**config.mk**
```make
export PLATFORM = sky130hd
export DESIGN_NAME = mc_ctrl
export DESIGN_NICKNAME = d
export VERILOG_FILES = /design/src/rtl/mc_ctrl_pkg.sv /design/src/rtl/mc_alu_dec.sv /design/src/rtl/mc_ctrl.sv
export SDC_FILE = /design/constraint.sdc
export NUM_CORES = 1
export LEC_CHECK = 0
export CAP_MARGIN = 40
export CELL_PAD_IN_SITES_DETAIL_PLACEMENT = 2
export CELL_PAD_IN_SITES_GLOBAL_PLACEMENT = 2
export CORE_ASPECT_RATIO = 0.6
export CORE_UTILIZATION = 20
export DETAILED_ROUTE_END_ITERATION = 12
export GPL_ROUTABILITY_DRIVEN = 1
export PLACE_DENSITY_LB_ADDON = 0.2
export SLEW_MARGIN = 10
export SYNTH_ARGS = -nofsm -noshare
export SYNTH_HDL_FRONTEND = slang
export SYNTH_SLANG_ARGS = --single-unit
```
**constraint.sdc**
```tcl
create_clock -name clk -period 2.4 [get_ports clk]
set_clock_uncertainty 0.15 [all_clocks]
set_input_delay 0.6 -clock clk [delete_from_list [all_inputs] [get_ports clk]]
set_output_delay 0.6 -clock clk [all_outputs]
set_load 0.05 [all_outputs]
```
**src/rtl/mc_ctrl_pkg.sv**
```systemverilog
// rtl/mc_ctrl_pkg.sv - shared encodings for the multi-cycle MIPS control FSM
package mc_ctrl_pkg;

   typedef enum logic [2:0] {
      S_FETCH  = 3'd0,
      S_DECODE = 3'd1,
      S_EXEC   = 3'd2,
      S_ADDR   = 3'd3,
      S_MEM    = 3'd4,
      S_WB     = 3'd5,
      S_TRAP   = 3'd6
   } state_e;

   localparam logic [4:0] ALUOp_ADD  = 5'h01;
   localparam logic [4:0] ALUOp_SUBU = 5'h02;
   localparam logic [4:0] ALUOp_SLT  = 5'h03;
   localparam logic [4:0] ALUOp_OR   = 5'h04;
   localparam logic [4:0] ALUOp_SLL  = 5'h05;
   localparam logic [4:0] ALUOp_ADDI = 5'h06;
   localparam logic [4:0] ALUOp_BEQ  = 5'h07;

   localparam logic [5:0] OP_RTYPE = 6'h00;
   localparam logic [5:0] OP_J     = 6'h02;
   localparam logic [5:0] OP_BEQ   = 6'h04;
   localparam logic [5:0] OP_ADDI  = 6'h08;
   localparam logic [5:0] OP_LW    = 6'h23;
   localparam logic [5:0] OP_SW    = 6'h2B;

   localparam logic [5:0] FN_SLL  = 6'h00;
   localparam logic [5:0] FN_ADD  = 6'h20;
   localparam logic [5:0] FN_SUBU = 6'h23;
   localparam logic [5:0] FN_OR   = 6'h25;
   localparam logic [5:0] FN_SLT  = 6'h2A;

   typedef struct packed {
      logic       mem_req;
      logic       mem_we;
      logic       i_or_d;
      logic       ir_write;
      logic       mdr_write;
      logic       pc_write;
      logic       pc_write_cond;
      logic [1:0] pc_src;
      logic       target_write;
      logic [4:0] alu_op;
      logic [1:0] alu_src_a;
      logic [1:0] alu_src_b;
      logic       reg_write;
      logic       reg_dst;
      logic       mem_to_reg;
      logic       trap;
   } ctl_t;

   function automatic logic is_mem_op(input logic [5:0] op);
      return (op == OP_LW) || (op == OP_SW);
   endfunction

endpackage

```
**src/rtl/mc_alu_dec.sv**
```systemverilog
// rtl/mc_alu_dec.sv - opcode/funct to ALUOp decoder used in the execute state
module mc_alu_dec
   import mc_ctrl_pkg::*;
(
   input  logic [5:0] opcode,
   input  logic [5:0] funct,
   output logic [4:0] alu_op,
   output logic       exec_legal
);

   always_comb begin
      alu_op     = ALUOp_ADD;
      exec_legal = 1'b0;
      case (opcode)
         OP_RTYPE: begin
            exec_legal = 1'b1;
            case (funct)
               FN_ADD:  alu_op = ALUOp_ADD;
               FN_SUBU: alu_op = ALUOp_SUBU;
               FN_SLT:  alu_op = ALUOp_SLT;
               FN_OR:   alu_op = ALUOp_OR;
               FN_SLL:  alu_op = ALUOp_SLL;
               default: exec_legal = 1'b0;
            endcase
         end
         OP_ADDI: begin
            exec_legal = 1'b1;
            alu_op     = ALUOp_ADDI;
         end
         OP_BEQ: begin
            exec_legal = 1'b1;
            alu_op     = ALUOp_BEQ;
         end
         default: exec_legal = 1'b0;
      endcase
   end

endmodule

```
**src/rtl/mc_ctrl.sv**
```systemverilog
// rtl/mc_ctrl.sv - multi-cycle MIPS control FSM with memory wait timeout
// Optional retire counter output enabled by MC_CTRL_RETIRE_CNT_EN.
module mc_ctrl
   import mc_ctrl_pkg::*;
#(
   parameter int WAIT_LIMIT = 15
) (
   input  logic       clk,
   input  logic       rst_n,
   input  logic [5:0] opcode,
   input  logic [5:0] funct,
   input  logic       zero,
   input  logic       mem_ready,
   output logic       mem_req,
   output logic       mem_we,
   output logic       i_or_d,
   output logic       ir_write,
   output logic       mdr_write,
   output logic       pc_write,
   output logic       pc_write_cond,
   output logic [1:0] pc_src,
   output logic       target_write,
   output logic [4:0] alu_op,
   output logic [1:0] alu_src_a,
   output logic [1:0] alu_src_b,
   output logic       reg_write,
   output logic       reg_dst,
   output logic       mem_to_reg,
   output logic       trap
`ifdef MC_CTRL_RETIRE_CNT_EN
   ,
   output logic [31:0] retire_cnt
`endif
);

   localparam int WW = (WAIT_LIMIT > 1) ? $clog2(WAIT_LIMIT + 1) : 1;
   localparam logic [WW-1:0] WAIT_LAST = WW'(WAIT_LIMIT - 1);

   state_e        state_q, state_d;
   logic [WW-1:0] wait_q, wait_d;
   logic          stall;
   logic [4:0]    exec_alu_op;
   logic          exec_legal;
   ctl_t          ctl;

   mc_alu_dec u_alu_dec (
      .opcode     (opcode),
      .funct      (funct),
      .alu_op     (exec_alu_op),
      .exec_legal (exec_legal)
   );

   always_ff @(posedge clk or negedge rst_n) begin
      if (!rst_n) begin
         state_q <= S_FETCH;
         wait_q  <= '0;
      end else begin
         state_q <= state_d;
         wait_q  <= wait_d;
      end
   end

   always_comb begin
      state_d = state_q;
      wait_d  = '0;
      stall   = 1'b0;
      case (state_q)
         S_FETCH: begin
            if (mem_ready) state_d = S_DECODE;
            else           stall   = 1'b1;
         end
         S_DECODE: begin
            if (opcode == OP_J)        state_d = S_FETCH;
            else if (is_mem_op(opcode)) state_d = S_ADDR;
            else if (exec_legal)        state_d = S_EXEC;
            else                        state_d = S_TRAP;
         end
         S_EXEC:  state_d = (opcode == OP_BEQ) ? S_FETCH : S_WB;
         S_ADDR:  state_d = S_MEM;
         S_MEM: begin
            if (mem_ready) state_d = (opcode == OP_LW) ? S_WB : S_FETCH;
            else           stall   = 1'b1;
         end
         S_WB:    state_d = S_FETCH;
         S_TRAP:  state_d = S_TRAP;
         default: state_d = S_TRAP;
      endcase
      // Ready on the last allowed cycle completes normally; only a further miss traps.
      if (stall) begin
         if ((WAIT_LIMIT != 0) && (wait_q == WAIT_LAST)) state_d = S_TRAP;
         else                                            wait_d  = wait_q + 1'b1;
      end
   end

   always_comb begin
      ctl = '0;
      case (state_q)
         S_FETCH: begin
            ctl.mem_req   = 1'b1;
            ctl.alu_src_b = 2'd1;
            ctl.alu_op    = ALUOp_ADD;
            ctl.ir_write  = mem_ready;
            ctl.pc_write  = mem_ready;
         end
         S_DECODE: begin
            ctl.alu_src_b    = 2'd3;
            ctl.alu_op       = ALUOp_ADD;
            ctl.target_write = 1'b1;
            if (opcode == OP_J) begin
               ctl.pc_write = 1'b1;
               ctl.pc_src   = 2'd2;
            end
         end
         S_EXEC: begin
            ctl.alu_op    = exec_alu_op;
            ctl.alu_src_a = 2'd1;
            if (opcode == OP_RTYPE) begin
               if (funct == FN_SLL) ctl.alu_src_a = 2'd2;
            end else if (opcode == OP_ADDI) begin
               ctl.alu_src_b = 2'd2;
            end else if (opcode == OP_BEQ) begin
               ctl.pc_write_cond = 1'b1;
               ctl.pc_src        = 2'd1;
            end
         end
         S_ADDR: begin
            ctl.alu_src_a = 2'd1;
            ctl.alu_src_b = 2'd2;
            ctl.alu_op    = ALUOp_ADD;
         end
         S_MEM: begin
            ctl.mem_req   = 1'b1;
            ctl.i_or_d    = 1'b1;
            ctl.mem_we    = (opcode == OP_SW);
            ctl.mdr_write = mem_ready && (opcode == OP_LW);
         end
         S_WB: begin
            ctl.reg_write  = 1'b1;
            ctl.reg_dst    = (opcode == OP_RTYPE);
            ctl.mem_to_reg = (opcode == OP_LW);
         end
         S_TRAP:  ctl.trap = 1'b1;
         default: ctl = '0;
      endcase
      // Gate combinationally so nothing, especially mem_we, escapes while reset is held.
      if (!rst_n) ctl = '0;
   end

   assign mem_req       = ctl.mem_req;
   assign mem_we        = ctl.mem_we;
   assign i_or_d        = ctl.i_or_d;
   assign ir_write      = ctl.ir_write;
   assign mdr_write     = ctl.mdr_write;
   assign pc_write      = ctl.pc_write;
   assign pc_write_cond = ctl.pc_write_cond;
   assign pc_src        = ctl.pc_src;
   assign target_write  = ctl.target_write;
   assign alu_op        = ctl.alu_op;
   assign alu_src_a     = ctl.alu_src_a;
   assign alu_src_b     = ctl.alu_src_b;
   assign reg_write     = ctl.reg_write;
   assign reg_dst       = ctl.reg_dst;
   assign mem_to_reg    = ctl.mem_to_reg;
   assign trap          = ctl.trap;

`ifdef MC_CTRL_RETIRE_CNT_EN
   logic [31:0] retire_q, retire_d;
   logic        retire_evt;

   always_comb begin
      retire_evt = 1'b0;
      case (state_q)
         S_DECODE: retire_evt = (opcode == OP_J);
         S_EXEC:   retire_evt = (opcode == OP_BEQ);
         S_MEM:    retire_evt = mem_ready && (opcode == OP_SW);
         S_WB:     retire_evt = 1'b1;
         default:  retire_evt = 1'b0;
      endcase
      retire_d = retire_evt ? retire_q + 32'd1 : retire_q;
   end

   always_ff @(posedge clk or negedge rst_n) begin
      if (!rst_n) retire_q <= '0;
      else        retire_q <= retire_d;
   end

   assign retire_cnt = retire_q;
`endif

endmodule

```
==> After elaboration in Yosys (flattened, before gate mapping) <==
Cells that the tools add are included.
{ "word_totals": {"register_bits": 7, "word_cells": 69, "inputBits": 16, "output_inout_bits": 23} }
{ "op_classes": {"mux": 41, "add_sub_neg": 1, "n_eq_ne": 16, "reduce_logical": 9} }
{ "op_table": {"columns": ["operator", "count"], "rows": [
  ["3-bit two-way mux", 13],
  ["6-bit == test (second input constant)", 6],
  ["23-bit two-way mux", 1],
  ["3-bit case mux with 6 select lines", 1],
  ["5-bit case mux with 3 select lines", 1],
  ["6-bit zero test", 2],
  ["2-bit two-way mux", 6],
  ["3-bit case mux with 4 select lines", 1],
  ["1-bit two-way mux", 10],
  ["5-bit case mux with 2 select lines", 1],
  ["3-bit == test (second input constant)", 3],
  ["4-bit two-way mux", 2],
  ["2-bit case mux with 2 select lines", 2],
  ["2-bit case mux with 4 select lines", 1],
  ["3-bit by 2-bit == test with 1-bit output (second input constant)", 2],
  ["6-bit by 2-bit == test with 1-bit output (second input constant)", 1],
  ["6-bit by 3-bit == test with 1-bit output (second input constant)", 1],
  ["6-bit by 4-bit == test with 1-bit output (second input constant)", 1],
  ["5-bit OR reduction", 1],
  ["4-bit by 1-bit adder with 4-bit output (second input constant)", 1],
  ["4-bit == test (second input constant)", 1],
  ["1-bit case mux with 2 select lines", 2],
  ["2-bit OR reduction", 2],
  ["3-bit by 1-bit == test with 1-bit output (second input constant)", 1],
  ["other kinds (4)", 4]
]} }

==> Depth between registers and ports, before layout <==
{ "depth": {"depth_word": 10, "mapped_depth": 6, "ltp_nobuf": 6} }

==> Cells and area by module <==
From an unflattened synthesis, not the netlist that was laid out.
{ "hier_totals": {"hier_cells": 106, "hier_area_um2": 773.2} }
{ "modules_own_cells": {"columns": ["mod", "instances", "cells_each", "area_per_inst_um2", "seq_area_each_um2"], "rows": [
  ["mc_ctrl", 1, 83, 630.6, 175.2],
  ["mc_alu_dec", 1, 23, 142.6, 0.0]
]} }

==> Worst setup path after synthesis <==
Ideal clock, no wire load.
{ "synth_timing": {"kind": "in2out", "start": "in rst_n", "end": "out pc_write", "stages": 4, "required_time_ps": 1650, "setup_slack_ps": -1161, "arrival_time_ps": 2811, "path_buffers": 0, "path_cell_list": "nand2b_1 -> nor3_1 -> and3_1 -> or2_2"} }
{ "synth_via": {"elab_chain_len": 1} }
{ "synth_lines": {"columns": ["item", "line_no", "rtl"], "rows": [
  ["start: declaration", "mc_ctrl.sv:9", "input logic rst_n,"],
  ["23-bit two-way mux", "mc_ctrl.sv:146", "if (!rst_n) ctl = '0;"],
  ["end: declaration", "mc_ctrl.sv:19", "output logic pc_write,"]
]} }
No other way between the ends.

==> Worst setup path after layout <==
{ "layout_timing": {"start": "in opcode[1]", "end": "out alu_op[2]"} }
{ "layout_via": {"elab_chain_len": 4} }
{ "layout_lines": {"columns": ["item", "line_no", "rtl"], "rows": [
  ["start: declaration", "mc_ctrl.sv:10", "input logic [5:0] opcode,"],
  ["6-bit by 3-bit == test with 1-bit output (tied with other cells)", "mc_alu_dec.sv:14", "case (opcode)"],
  ["5-bit case mux with 3 select lines (*)", "mc_alu_dec.sv:14", null],
  ["5-bit case mux with 2 select lines (*)", "mc_ctrl.sv:97", "case (state_q)"],
  ["23-bit two-way mux (*)", "mc_ctrl.sv:146", null],
  ["end: declaration", "mc_ctrl.sv:23", "output logic [4:0] alu_op,"]
]} }
Every way passes the cells marked *; elsewhere a longest branch is shown, timed or not.

==> impl_metrics.env <==
export IMPL_period_share_pct=117.1
export IMPL_tightest_slew_ns=0.4905
export IMPL_cts_root_buffer="clkbuf_8"
export IMPL_clock_sinks=7
export IMPL_cts_buffer_depth=2
export IMPL_synth_seq_cells=7
export IMPL_setup_slack_ns=-0.4109
export IMPL_finalNetCount=203
export IMPL_area_growth_pct=158.7
export IMPL_clk_pin_slew_worst_paths_ns=0.05
export IMPL_rsz0062_at_grt="yes"
export IMPL_cts_tree="done"
export IMPL_ys_warn_count=0
export IMPL_cap_viol_max_count=0
export IMPL_powerDensity_mw_per_mm2=676.2
export IMPL_drc_errors=0
export IMPL_grt_max_degree=9
export IMPL_routabilityCongestion=0.8611
export IMPL_final_util_pct=54.24
export IMPL_diodes=0
export IMPL_ff2ff_path_depth=6
export IMPL_synthCells=104
export IMPL_io_pins=39
export IMPL_vdd_ir_drop_worst_mv=0.4711
export IMPL_status="finished, violations left"
export IMPL_fmax_ghz=0.3558
export IMPL_start_kind="input pin"
export IMPL_finalNonFillerCells=231
export IMPL_antenna_found_initial=0
export IMPL_ctsHoldBuffers=0
export IMPL_r2r_slack_ns=0.49
export IMPL_core_area_mm2=0.003659
export IMPL_grt_pass1_vias=1333
export IMPL_hold_violations=0
export IMPL_setup_worst_path_end_class="primary output"
export IMPL_floorplan_die_height_um=49.97
export IMPL_yosysUniqueCellTypes=35
export IMPL_start_util_pct=20.96
export IMPL_hold_ws_ns=0.3636
export IMPL_cp_required_ns=1.65
export IMPL_viasPerCell=5.082
export IMPL_wl_per_cell_um=20.45
export IMPL_cts_buffers_inserted=3
export IMPL_finalCriticalPeriod_ns=2.811
export IMPL_dpl_hpwl_um=3452
export IMPL_cp_max_fo=4
export IMPL_grt_pass1_wl_um=7603
export IMPL_avgSynthCellArea_um2=7.375
export IMPL_hp_class="input pin to asynchronous set/reset pin"
export IMPL_final_setup_tns_ns=-2.336
export IMPL_overflow=0
export IMPL_dieArea_mm2=0.004095
export IMPL_drive_gt1_share_pct=65.22
export IMPL_slew_violations=0
export IMPL_die_x_um=81.95
export IMPL_criticalPathCategory="input pin to primary output"
export IMPL_slew_headroom_pct=67.03
export IMPL_portBuffers=35
export IMPL_dpl_cell_count=218
export IMPL_arrival_ns=2.06
export IMPL_yosysSeqAreaShare_pct=22.84
export IMPL_p_leak_nw=0.8708
export IMPL_postRouteAntennaNets=0
export IMPL_syn_area_um2=767.0
export IMPL_vias=1174
export IMPL_grtUsageTotal_pct=25.78
export IMPL_violations="negative setup slack"
export IMPL_clkLatencyLatePin_ns=0.23
export IMPL_dr_first_iter_drc_count=67
export IMPL_cts_htree_levels=1
export IMPL_routed_wl_um=4725
export IMPL_dr_pass1_iters=4
export IMPL_rows=17
export IMPL_setup_viol=9
export IMPL_rr_endpoint="state_q[2]$_DFF_PN0_"
export IMPL_power_w=0.001342
export IMPL_r2r_start="wait_q[0]$_DFF_PN0_"
routing by layer:
layer / GRT usage [%] / up-vias / wire length, um
li1: - / 536 / -
met1: 34.15 / 575 / 2055
met2: 41.87 / 53 / 2326
met3: 3.889 / 10 / 243
met4: 9.357 / 0 / 101
met5: 0 / - / 0
power by group:
part | total (W) | internal [W] | switching (W)
Combinational | 0.000935 | 0.000393 | 0.000542
Clock | 0.000172 | 0.000113 | 0.0000588
Sequential | 0.000235 | 0.000156 | 0.0000793
placed cells by master, fill, tap and decap left out, drive strengths merged, types with 2 or more instances in the layout:
cell type / netlist / layout
inv: 3 / 3
xnor2: 2 / 2
a21oi: 9 / 9
or4: 3 / 3
nor4: 4 / 4
and3: 3 / 3
nor3b: 2 / 2
nor3: 6 / 6
buf: 5 / 75
nand2: 9 / 9
clkbuf: 0 / 3
and2b: 2 / 2
conb: 1 / 2
ha: 2 / 2
nand2b: 2 / 2
nor2: 21 / 21
a41oi: 2 / 2
dlygate4sd2: 0 / 3
xor2: 3 / 3
dfrtp: 7 / 7
nand3: 5 / 5
worst max-delay path by stage:
stage / cells past startpoint / to / slack [ns] / startpoint
5_1_grt: 6 / alu_op[2] / -0.46 / opcode[1]
2_1_floorplan: 4 / alu_op[2] / -0.30 / opcode[4]
3_3_place_gp: 6 / alu_op[2] / -0.70 / opcode[4]
6_report: 6 / alu_op[2] / -0.41 / opcode[1]
3_5_place_dp: 6 / alu_op[2] / -0.75 / opcode[4]
4_1_cts: 6 / alu_op[2] / -0.42 / opcode[0]
state kept, by name (all words and copies together) (netlist names):
| signal | count |
|---|---|
| state_q | 3 |
| wait_q | 4 |
kinds of logic after synthesis:
kind of cell / count (synthesis) / share of synthesized area (%)
simple gates: 64 / 45.51
compound gates: 17 / 14.36
buf+inv: 8 / 7.829
flops: 7 / 22.84
xor+xnor: 5 / 5.711
fa+ha+maj: 2 / 3.262
other cells: 1 / 0.4889
through the flow:
stage	area (um^2)	setup slack [ns]
after global routing	1984	-0.4647
after detailed placement	1734	-0.7523
after CTS	1921	-0.4181
after global placement	1734	-0.7022
final	1984	-0.4109
after floorplan	918.4	-0.3033
critical path, cell delays in order:
cell and delay [ns]:
buf_8 0.09, or4_4 0.60, nor3_4 0.28, a21oi_2 0.11, nor3_4 0.21, buf_12 0.17
cell usage after synthesis:
library cell | n | area share [%]
or3b_4 | 1 | 1.5
nand4b_1 | 1 | 1.1
a311o_1 | 1 | 1.3
and2b_2 | 2 | 2.3
inv_1 | 3 | 1.5
nor4_1 | 4 | 3.3
nand2b_1 | 2 | 1.6
o21ai_0 | 1 | 0.65
nor3b_1 | 2 | 2.0
a221o_1 | 1 | 1.3
and2_1 | 1 | 0.82
conb_1 | 1 | 0.49
buf_4 | 2 | 2.0
or4_1 | 2 | 2.0
buf_6 | 3 | 4.4
o311ai_1 | 1 | 1.1
or2_2 | 1 | 0.82
xnor2_1 | 2 | 2.3
nor2_4 | 1 | 1.5
ha_1 | 2 | 3.3
nand2_1 | 9 | 4.4
and4b_2 | 1 | 1.5
nor4b_1 | 1 | 1.1
dfrtp_1 | 7 | 23
xor2_1 | 3 | 3.4
nor3_1 | 6 | 3.9
a21oi_1 | 9 | 5.9
nand3_1 | 5 | 3.3
o21a_1 | 1 | 0.98
or4_4 | 1 | 1.5
or3_1 | 1 | 0.82
and3_1 | 3 | 2.4
a41oi_1 | 2 | 2.3
a31oi_1 | 1 | 0.82
nor2_1 | 20 | 9.8
repair_timing:
item	in CTS	in global routing
gates resized for setup	71	11
cloned	0	0
pin swaps	14	10
setup endpoints to repair	22	16
buffers inserted	7	4
area by class of cell:
type                       instances  area (um^2)
inverter                           3        11.26
timing repair buffer              80        895.9
clock inverter                     1        5.005
fill                             365         1674
tap                               47        58.81
clock buffer                       3        41.29
sequential                         7        177.7
multi-input combinational         90        794.5
Power figures use the tool's default switching activity.
